## config.mk

```make
export PLATFORM = sky130hd
export DESIGN_NAME = seg7_scan_decoder
export DESIGN_NICKNAME = d
export VERILOG_FILES = /design/src/rtl/seg7_pkg.sv /design/src/rtl/seg7_pattern_decode.sv /design/src/rtl/seg7_scan_decoder.sv
export SDC_FILE = /design/constraint.sdc
export NUM_CORES = 1
export LEC_CHECK = 0
export ABC_AREA = 1
export CORE_ASPECT_RATIO = 1.2
export CORE_UTILIZATION = 55
export DETAILED_ROUTE_END_ITERATION = 10
export PLACE_DENSITY = 0.78
export SYNTH_ARGS = -nofsm -noshare
export SYNTH_HDL_FRONTEND = slang
export SYNTH_HIERARCHICAL = 1
export SYNTH_SLANG_ARGS = --single-unit
```

## constraint.sdc

```tcl
create_clock -name clk -period 2.95 [get_ports clk]
set_input_delay 0.7375 -clock clk [delete_from_list [all_inputs] [get_ports clk]]
set_output_delay 0.7375 -clock clk [all_outputs]
set_load 0.03 [all_outputs]
```

## src/rtl/seg7_pkg.sv

```systemverilog
// Shared 7-segment definitions: segment patterns (bit6=a .. bit0=g),
// special decode codes and the scan decoder frame FSM states.
package seg7_pkg;

  localparam logic [6:0] SEG_0     = 7'b1111110;
  localparam logic [6:0] SEG_1     = 7'b0110000;
  localparam logic [6:0] SEG_2     = 7'b1101101;
  localparam logic [6:0] SEG_3     = 7'b1111001;
  localparam logic [6:0] SEG_4     = 7'b0110011;
  localparam logic [6:0] SEG_5     = 7'b1011011;
  localparam logic [6:0] SEG_6     = 7'b1011111;
  localparam logic [6:0] SEG_7     = 7'b1110000;
  localparam logic [6:0] SEG_8     = 7'b1111111;
  localparam logic [6:0] SEG_9     = 7'b1111011;
  localparam logic [6:0] SEG_BLANK = 7'b0000000;

  localparam logic [3:0] CODE_BLANK = 4'hA;
  localparam logic [3:0] CODE_ERR   = 4'hF;

  typedef enum logic {
    COLLECT,
    HOLD
  } state_t;

endpackage

```

## src/rtl/seg7_pattern_decode.sv

```systemverilog
// Combinational inverse of the team 7-segment encoding: pattern -> BCD code.
// Blank decodes to CODE_BLANK; anything unrecognised flags err with CODE_ERR.
module seg7_pattern_decode
  import seg7_pkg::*;
(
  input  logic [6:0] pattern,
  output logic [3:0] code,
  output logic       err
);

  always_comb begin
    code = CODE_ERR;
    err  = 1'b0;
    case (pattern)
      SEG_0:     code = 4'd0;
      SEG_1:     code = 4'd1;
      SEG_2:     code = 4'd2;
      SEG_3:     code = 4'd3;
      SEG_4:     code = 4'd4;
      SEG_5:     code = 4'd5;
      SEG_6:     code = 4'd6;
      SEG_7:     code = 4'd7;
      SEG_8:     code = 4'd8;
      SEG_9:     code = 4'd9;
      SEG_BLANK: code = CODE_BLANK;
      default:   err  = 1'b1;
    endcase
  end

endmodule

```

## src/rtl/seg7_scan_decoder.sv

```systemverilog
// Snoops a multiplexed 7-segment bus, accepts each digit after a stable dwell,
// and hands complete frames of decoded digits to a consumer via valid/ready.
module seg7_scan_decoder
  import seg7_pkg::*;
#(
  parameter int unsigned DIGITS        = 4,
  parameter int unsigned STABLE_CYCLES = 3
) (
  input  logic                  clk,
  input  logic                  rst,
  input  logic [6:0]            seg_in,
  input  logic [DIGITS-1:0]     dig_sel,
  output logic                  frame_valid,
  input  logic                  frame_ready,
  output logic [4*DIGITS-1:0]   frame_bcd,
  output logic [DIGITS-1:0]     frame_err,
  output logic                  overrun
);

  localparam int unsigned   CW      = $clog2(STABLE_CYCLES + 1);
  localparam logic [CW-1:0] CNT_MAX = CW'(STABLE_CYCLES);
  localparam logic [CW-1:0] CNT_ONE = CW'(1);

  logic [6:0]          seg_q, seg_prev;
  logic [DIGITS-1:0]   dig_q, dig_prev;
  logic [CW-1:0]       cnt, cnt_next;
  logic                onehot, same, commit;
  logic [DIGITS-1:0]   commit_mask;
  logic [3:0]          dec_code;
  logic                dec_err;

  logic [4*DIGITS-1:0] shadow_bcd;
  logic [DIGITS-1:0]   shadow_err;
  logic [DIGITS-1:0]   captured;
  logic                full;

  state_t state, state_next;
  logic   load, clr, valid_next, ovr_next;

  seg7_pattern_decode u_decode (
    .pattern (seg_q),
    .code    (dec_code),
    .err     (dec_err)
  );

  // Stability tracking on the registered samples; commit fires once per dwell.
  always_comb begin
    onehot = $onehot(dig_q);
    same   = (seg_q == seg_prev) && (dig_q == dig_prev);
    if (!onehot)
      cnt_next = '0;
    else if (same)
      cnt_next = (cnt == CNT_MAX) ? cnt : cnt + CNT_ONE;
    else
      cnt_next = CNT_ONE;
    commit      = (cnt_next == CNT_MAX) && (cnt != CNT_MAX);
    commit_mask = commit ? dig_q : '0;
    full        = &captured;
  end

  always_comb begin
    state_next = state;
    load       = 1'b0;
    clr        = 1'b0;
    valid_next = frame_valid;
    ovr_next   = 1'b0;
    case (state)
      COLLECT: begin
        if (full) begin
          load       = 1'b1;
          clr        = 1'b1;
          valid_next = 1'b1;
          state_next = HOLD;
        end
      end
      HOLD: begin
        if (full) begin
          clr = 1'b1;
          if (frame_ready) load     = 1'b1;
          else             ovr_next = 1'b1;
        end else if (frame_ready) begin
          valid_next = 1'b0;
          state_next = COLLECT;
        end
      end
      default: state_next = COLLECT;
    endcase
  end

  always_ff @(posedge clk or posedge rst) begin
    if (rst) state <= COLLECT;
    else     state <= state_next;
  end

  always_ff @(posedge clk or posedge rst) begin
    if (rst) begin
      seg_q       <= '0;
      dig_q       <= '0;
      seg_prev    <= '0;
      dig_prev    <= '0;
      cnt         <= '0;
      shadow_bcd  <= '0;
      shadow_err  <= '0;
      captured    <= '0;
      frame_valid <= 1'b0;
      frame_bcd   <= '0;
      frame_err   <= '0;
      overrun     <= 1'b0;
    end else begin
      seg_q    <= seg_in;
      dig_q    <= dig_sel;
      seg_prev <= seg_q;
      dig_prev <= dig_q;
      cnt      <= cnt_next;
      for (int unsigned i = 0; i < DIGITS; i++) begin
        if (commit_mask[i]) begin
          shadow_bcd[4*i +: 4] <= dec_code;
          shadow_err[i]        <= dec_err;
        end
      end
      // Clear-then-set keeps a same-cycle commit from being lost on frame hand-off.
      captured    <= (clr ? '0 : captured) | commit_mask;
      frame_valid <= valid_next;
      overrun     <= ovr_next;
      if (load) begin
        frame_bcd <= shadow_bcd;
        frame_err <= shadow_err;
      end
    end
  end

endmodule

```

Word-level counts from Yosys, hierarchy flattened
Index checks and enable logic that the tools add are counted.
Storage, ports and cells
  register bits: 71
  input port bits: 14
  output and inout port bits: 22
  logic and storage cells: 70
Cells by class
  $add $sub $neg: 4
  equal/unequal tests: 19
  muxes and demuxes: 20
  bitwise gates (word level): 2
  reduce and logical (&&, ||, !) cells: 6
Operator list (number)
  7-bit == test (second input constant): 8
  4-bit case mux with 11 select lines: 1
  7-bit by 6-bit == test with 1-bit output (second input constant): 2
  1-bit two-way mux: 11
  11-bit OR reduction: 1
  4-bit two-way mux: 2
  2-bit inequality test (second input constant): 4
  7-bit == test: 1
  7-bit logical NOT: 1
  2-bit two-way mux: 3
  1-bit case mux with 2 select lines: 3
  1-bit by 1-bit adder with 2-bit output: 2
  2-bit == test (second input constant): 2
  4-bit == test: 1
  4-bit bitwise OR: 1
  4-bit AND reduction: 1
  2-bit by 2-bit adder with 3-bit output: 1
  3-bit by 1-bit == test with 1-bit output (second input constant): 1
  3-bit AND reduction: 1
  2-bit by 1-bit adder with 2-bit output (second input constant): 1
  1-bit logical AND: 2
  1-bit NOT: 1

Longest topological paths before layout
  depth after elaboration: 8
  mapped depth: 12

Hierarchy
The synthesis kept the hierarchy.
By module, submodules not included
  seg7_scan_decoder: instances 1, cells an instance 304, area each 2940.3 µm²
  seg7_pattern_decode: instances 1, cells an instance 64, area each 314.1 µm²

Worst setup path before layout
OpenSTA, ideal clock, no wires.
  kind: reg2reg
  start: register dig_q[0]
  end: register shadow_bcd[11]
  setup time: 118 ps
  data arrival time: 2270 ps
  data required time: 2832 ps
  slack: 562 ps
  stages on the path, launching flop included: 13
  period minus slack after synthesis: 2388 ps
  cells stage by stage: dfrtp_1 -> buf_2 -> inv_1 -> fa_1 -> inv_1 -> ha_1 -> ha_1 -> nor2_1 -> nand2_1 -> nor3_2 -> nand4_1 -> nand2_1 -> nand2_1
Between the ends
  cells in the longest elaborated chain, start to end: 7
  elaborated cells on any way between the ends: 10
RTL lines
  start, declared: RTL line seg7_scan_decoder.sv:25  | logic [DIGITS-1:0] dig_q, dig_prev;
  start signal, assigned: RTL line seg7_scan_decoder.sv:111  | dig_q <= dig_sel;
  1-bit by 1-bit adder with 2-bit output (implied by the code) / 4-bit == test (equally long branches): RTL line seg7_scan_decoder.sv:48, seg7_scan_decoder.sv:49
  2-bit by 2-bit adder with 3-bit output (implied by the code) / 1-bit logical AND (equally long branches): RTL line seg7_scan_decoder.sv:48, seg7_scan_decoder.sv:49
  3-bit by 1-bit == test with 1-bit output / 2-bit two-way mux (equally long branches): RTL line seg7_scan_decoder.sv:48, seg7_scan_decoder.sv:52
  2-bit two-way mux (*): RTL line seg7_scan_decoder.sv:50  | if (!onehot)
  2-bit == test (*): RTL line seg7_scan_decoder.sv:56  | commit = (cnt_next == CNT_MAX) && (cnt != CNT_MAX);
  1-bit logical AND (*): RTL line seg7_scan_decoder.sv:56
  4-bit two-way mux (*): RTL line seg7_scan_decoder.sv:57  | commit_mask = commit ? dig_q : '0;
  end signal, assigned by index: RTL line seg7_scan_decoder.sv:117  | shadow_bcd[4*i +: 4] <= dec_code;
  end, declared: RTL line seg7_scan_decoder.sv:32  | logic [4*DIGITS-1:0] shadow_bcd;
Every way passes the cells marked *; elsewhere a longest branch is shown, timed or not.
A chain may end at the register's enable or synchronous reset.

Worst setup path after layout
  start: register dig_q[0]
  end: register shadow_err[1]
Between the ends
  cells in the longest elaborated chain, start to end: 7
  elaborated cells on any way between the ends: 10
RTL lines
  1-bit by 1-bit adder with 2-bit output (implied by the code) / 4-bit == test (equally long branches): RTL line seg7_scan_decoder.sv:48, seg7_scan_decoder.sv:49
  2-bit by 2-bit adder with 3-bit output (implied by the code) / 1-bit logical AND (equally long branches): RTL line seg7_scan_decoder.sv:48, seg7_scan_decoder.sv:49
  3-bit by 1-bit == test with 1-bit output / 2-bit two-way mux (equally long branches): RTL line seg7_scan_decoder.sv:48, seg7_scan_decoder.sv:52
  2-bit two-way mux (*): RTL line seg7_scan_decoder.sv:50
  2-bit == test (*): RTL line seg7_scan_decoder.sv:56
  1-bit logical AND (*): RTL line seg7_scan_decoder.sv:56
  4-bit two-way mux (*): RTL line seg7_scan_decoder.sv:57
  end signal, assigned by index: RTL line seg7_scan_decoder.sv:118  | shadow_err[i] <= dec_err;
  end, declared: RTL line seg7_scan_decoder.sv:33  | logic [DIGITS-1:0] shadow_err;
Marked as above.

==> results.yml <==
synthesis:
  synth_area_per_cell_um2: 8.84
  ys_ff_latch: 71
  yosys_warnings: 6
  synth_nets: 385
  ys_seq_area_frac: 0.546
  synth_cell_types: 24
  synth_area_um2: 3250
  syn-instance-count: 368
setup_path:
  worstReg2RegEnd: "shadow_err[1]"
  rrSetupSlack_ns: 0.28
  ff2ff_path_depth: 12
  cpPeakStageDelay_ns: 0.54
  crit_buf_inv: 3
  cp.required_ns: 3.19
  path_class: "reg2reg"
  cp-endpoint: "shadow_err[1]"
  cp-start-kind: "flop"
  cp-startpoint: "dig_q[0]"
  rr_startpoint: "dig_q[0]"
  critical_path_depth: 12
  cp_slowest_cell: "fa_1"
  cp.arrival_ns: 2.91
  path_common_cell: "nand2_1"
  path_max_fanout: 24
  crit_chain: "inv_1, fa_1, inv_1, ha_1, ha_1, nor2_1, nand2_1, nor3_2, buf_12, nand4_1, nand2_1, nand2_1"
  cp-end-kind: "flop"
  critPathTopFamily: "adder cells"
timing:
  fin_crit_sh: 0.905
  rsz0062_at_grt: "no"
  slew_headroom: 0.506
  finalSetupTns_ns: 0
  slew_viol_final: 0
  max_freq_ghz: 0.375
  finalClockSkew_ns: 0.00887
  whs_ns: 0.445
  tightest_slew_ns: 0.736
  setup_violations: 0
  fin_crit_ns: 2.67
  hold_viol_final: 0
routing:
  drt_wl_total_um: 5940
  wl_per_cell_um: 12.1
  vias: 2466
  vias_per_cell: 5.02
  postRouteAntennaNets: 0
  drt_iter0_drc: 155
  firstDrtPassIters: 4
  drc: 0
cells_and_area:
  syn_to_final_growth_pct: 18.0
  antenna_cells: 0
  fin_util: 0.677
  drive_gt1_frac: 0.136
  layout_commonest_cell: "nand2_1"
  layoutNonFillerInstCount: 491
  final_cell_mix: "nand2_1 (131), dfrtp_1 (70), clkdlybuf4s50_1 (35)"
  finalNetCount: 423
global_route:
  grt_util_all_layers: 0.212
  gr-total-overflow: 0
  grt_first_pass_wirelength_um: 10000
  grt_pass1_vias: 2253
  grt_max_degree: 48
  antenna_found_initial: 0
clock_tree:
  clkTransAtPathRegs_ns: 0.08
  tritoncts: "built"
  cts.sinks: 71
  ctsHtreeMaxLevel: 3
  insertion_delay_ns: 0.35
  root_buffer: "clkbuf_8"
  clockBufferDepth: 2
  cts_buffers: 9
  postCtsSetupRepairBufs: 0
placed_design:
  dp_hpwl_um: 4230
  gp_congestion: 0.926
  dp.cells: 475
  numPortBuffers: 35
flow_run:
  max_cap_violations: 0
die:
  start_util: 0.574
  ioPinCount: 36
  die_h_um: 86.3
  dieArea_um2: 6230
  rows: 30
  die_w_um: 72.2
  coreArea_um2: 5670
pwr:
  p_leak_nw: 2.01
  power_density_nw_per_um2: 495
  ir_drop_mv: 0.433
  power_mw: 1.90
worst_hold_path:
  holdCritPathClass: "reg2reg"
  hold_start: "state"
outcome:
  status: "finished clean"
==> report_power, final <==
part | total, mW | switching [mW] | leakage (nW) | internal [mW]
Clock | 0.764 | 0.374 | 0.0916 | 0.390
Combinational | 0.124 | 0.0742 | 0.977 | 0.0493
Sequential | 1.01 | 0.0216 | 0.938 | 0.992
Total | 1.90 | 0.470 | 2.01 | 1.43
==> cell usage after synthesis <==
cell type	number	area (µm²)
nand2_1	131	492
dfrtp_1	71	1780
inv_1	35	131
nand3_1	25	125
nand4_1	24	150
nor2_1	17	63.8
buf_6	9	101
nand2_2	9	56.3
nor2_2	9	56.3
xnor2_1	6	52.6
inv_2	5	18.8
o21ai_0	5	25.0
a21oi_1	3	15.0
buf_2	3	15.0
nand3_2	3	30.0
ha_1	2	25.0
nor2_4	2	22.5
nor3_1	2	10.0
nor3_2	2	20.0
buf_4	1	7.51
clkbuf_4	1	7.51
fa_1	1	20.0
nand2_4	1	11.3
nor4_4	1	21.3
==> state kept, by name (all words and copies together) (netlist names) <==
| name | count |
|---|---|
| state | 1 |
| captured | 4 |
| frame_err | 4 |
| frame_bcd | 16 |
| shadow_bcd | 16 |
| dig_q | 4 |
| dig_prev | 4 |
| cnt | 2 |
| shadow_err | 4 |
| seg_q | 7 |
| seg_prev | 7 |
| overrun | 1 |
| frame_valid | 1 |
==> layer usage <==
metal | routed length [µm] | share of wire | global-route usage | vias up
met5 | 0 | 0 | 0 | -
met4 | 104 | 0.018 | 0.0856 | 0
met3 | 178 | 0.030 | 0.0535 | 11
met2 | 3070 | 0.52 | 0.359 | 49
met1 | 2580 | 0.44 | 0.259 | 1167
li1 | - | - | - | 1239
==> stage by stage <==
step / setup WS (ns) / area [µm²]
2_1_floorplan: 0.416 / 3250
3_3_place_gp: 0.283 / 3640
3_5_place_dp: 0.207 / 3640
4_1_cts: 0.188 / 3840
5_1_grt: 0.0154 / 3840
6_report: 0.281 / 3840
==> area by class of cell <==
type	instances	area [µm²]
clock buffers	9	124
multi-input cells	243	1200
flip-flops and latches	71	1780
repair buffers	41	420
inverters	40	150
clock inverters	7	71.3
well taps	80	100
fillers	464	1830
==> repair_timing <==
item / CTS / global route
gates resized for setup: 0 / 1
endpoints found under the setup margin: 0 / 20
hold buffers: 0 / 0
==> worst min path at each step <==
| stage | end | slack [ns] | cells past startpoint |
|---|---|---|---|
| after global placement | frame_valid | 0.43 | 1 |
| after global routing | frame_valid | 0.46 | 1 |
| after floorplan | dig_prev[0] | 0.35 | 0 |
| final | frame_valid | 0.45 | 1 |
| after detailed placement | frame_valid | 0.44 | 1 |
| after CTS | frame_valid | 0.45 | 1 |
==> logic make-up (layout without fill, tap and decap cells) <==
family,Yosys count,count (layout),synth area share
simple gates,226,226,0.325
flops,71,71,0.546
buf+inv,54,97,0.0865
compound gates,8,8,0.0123
xor+xnor,6,6,0.0161
fa+ha+maj,3,3,0.0138
No activity file was read; power rests on OpenSTA's default activity.
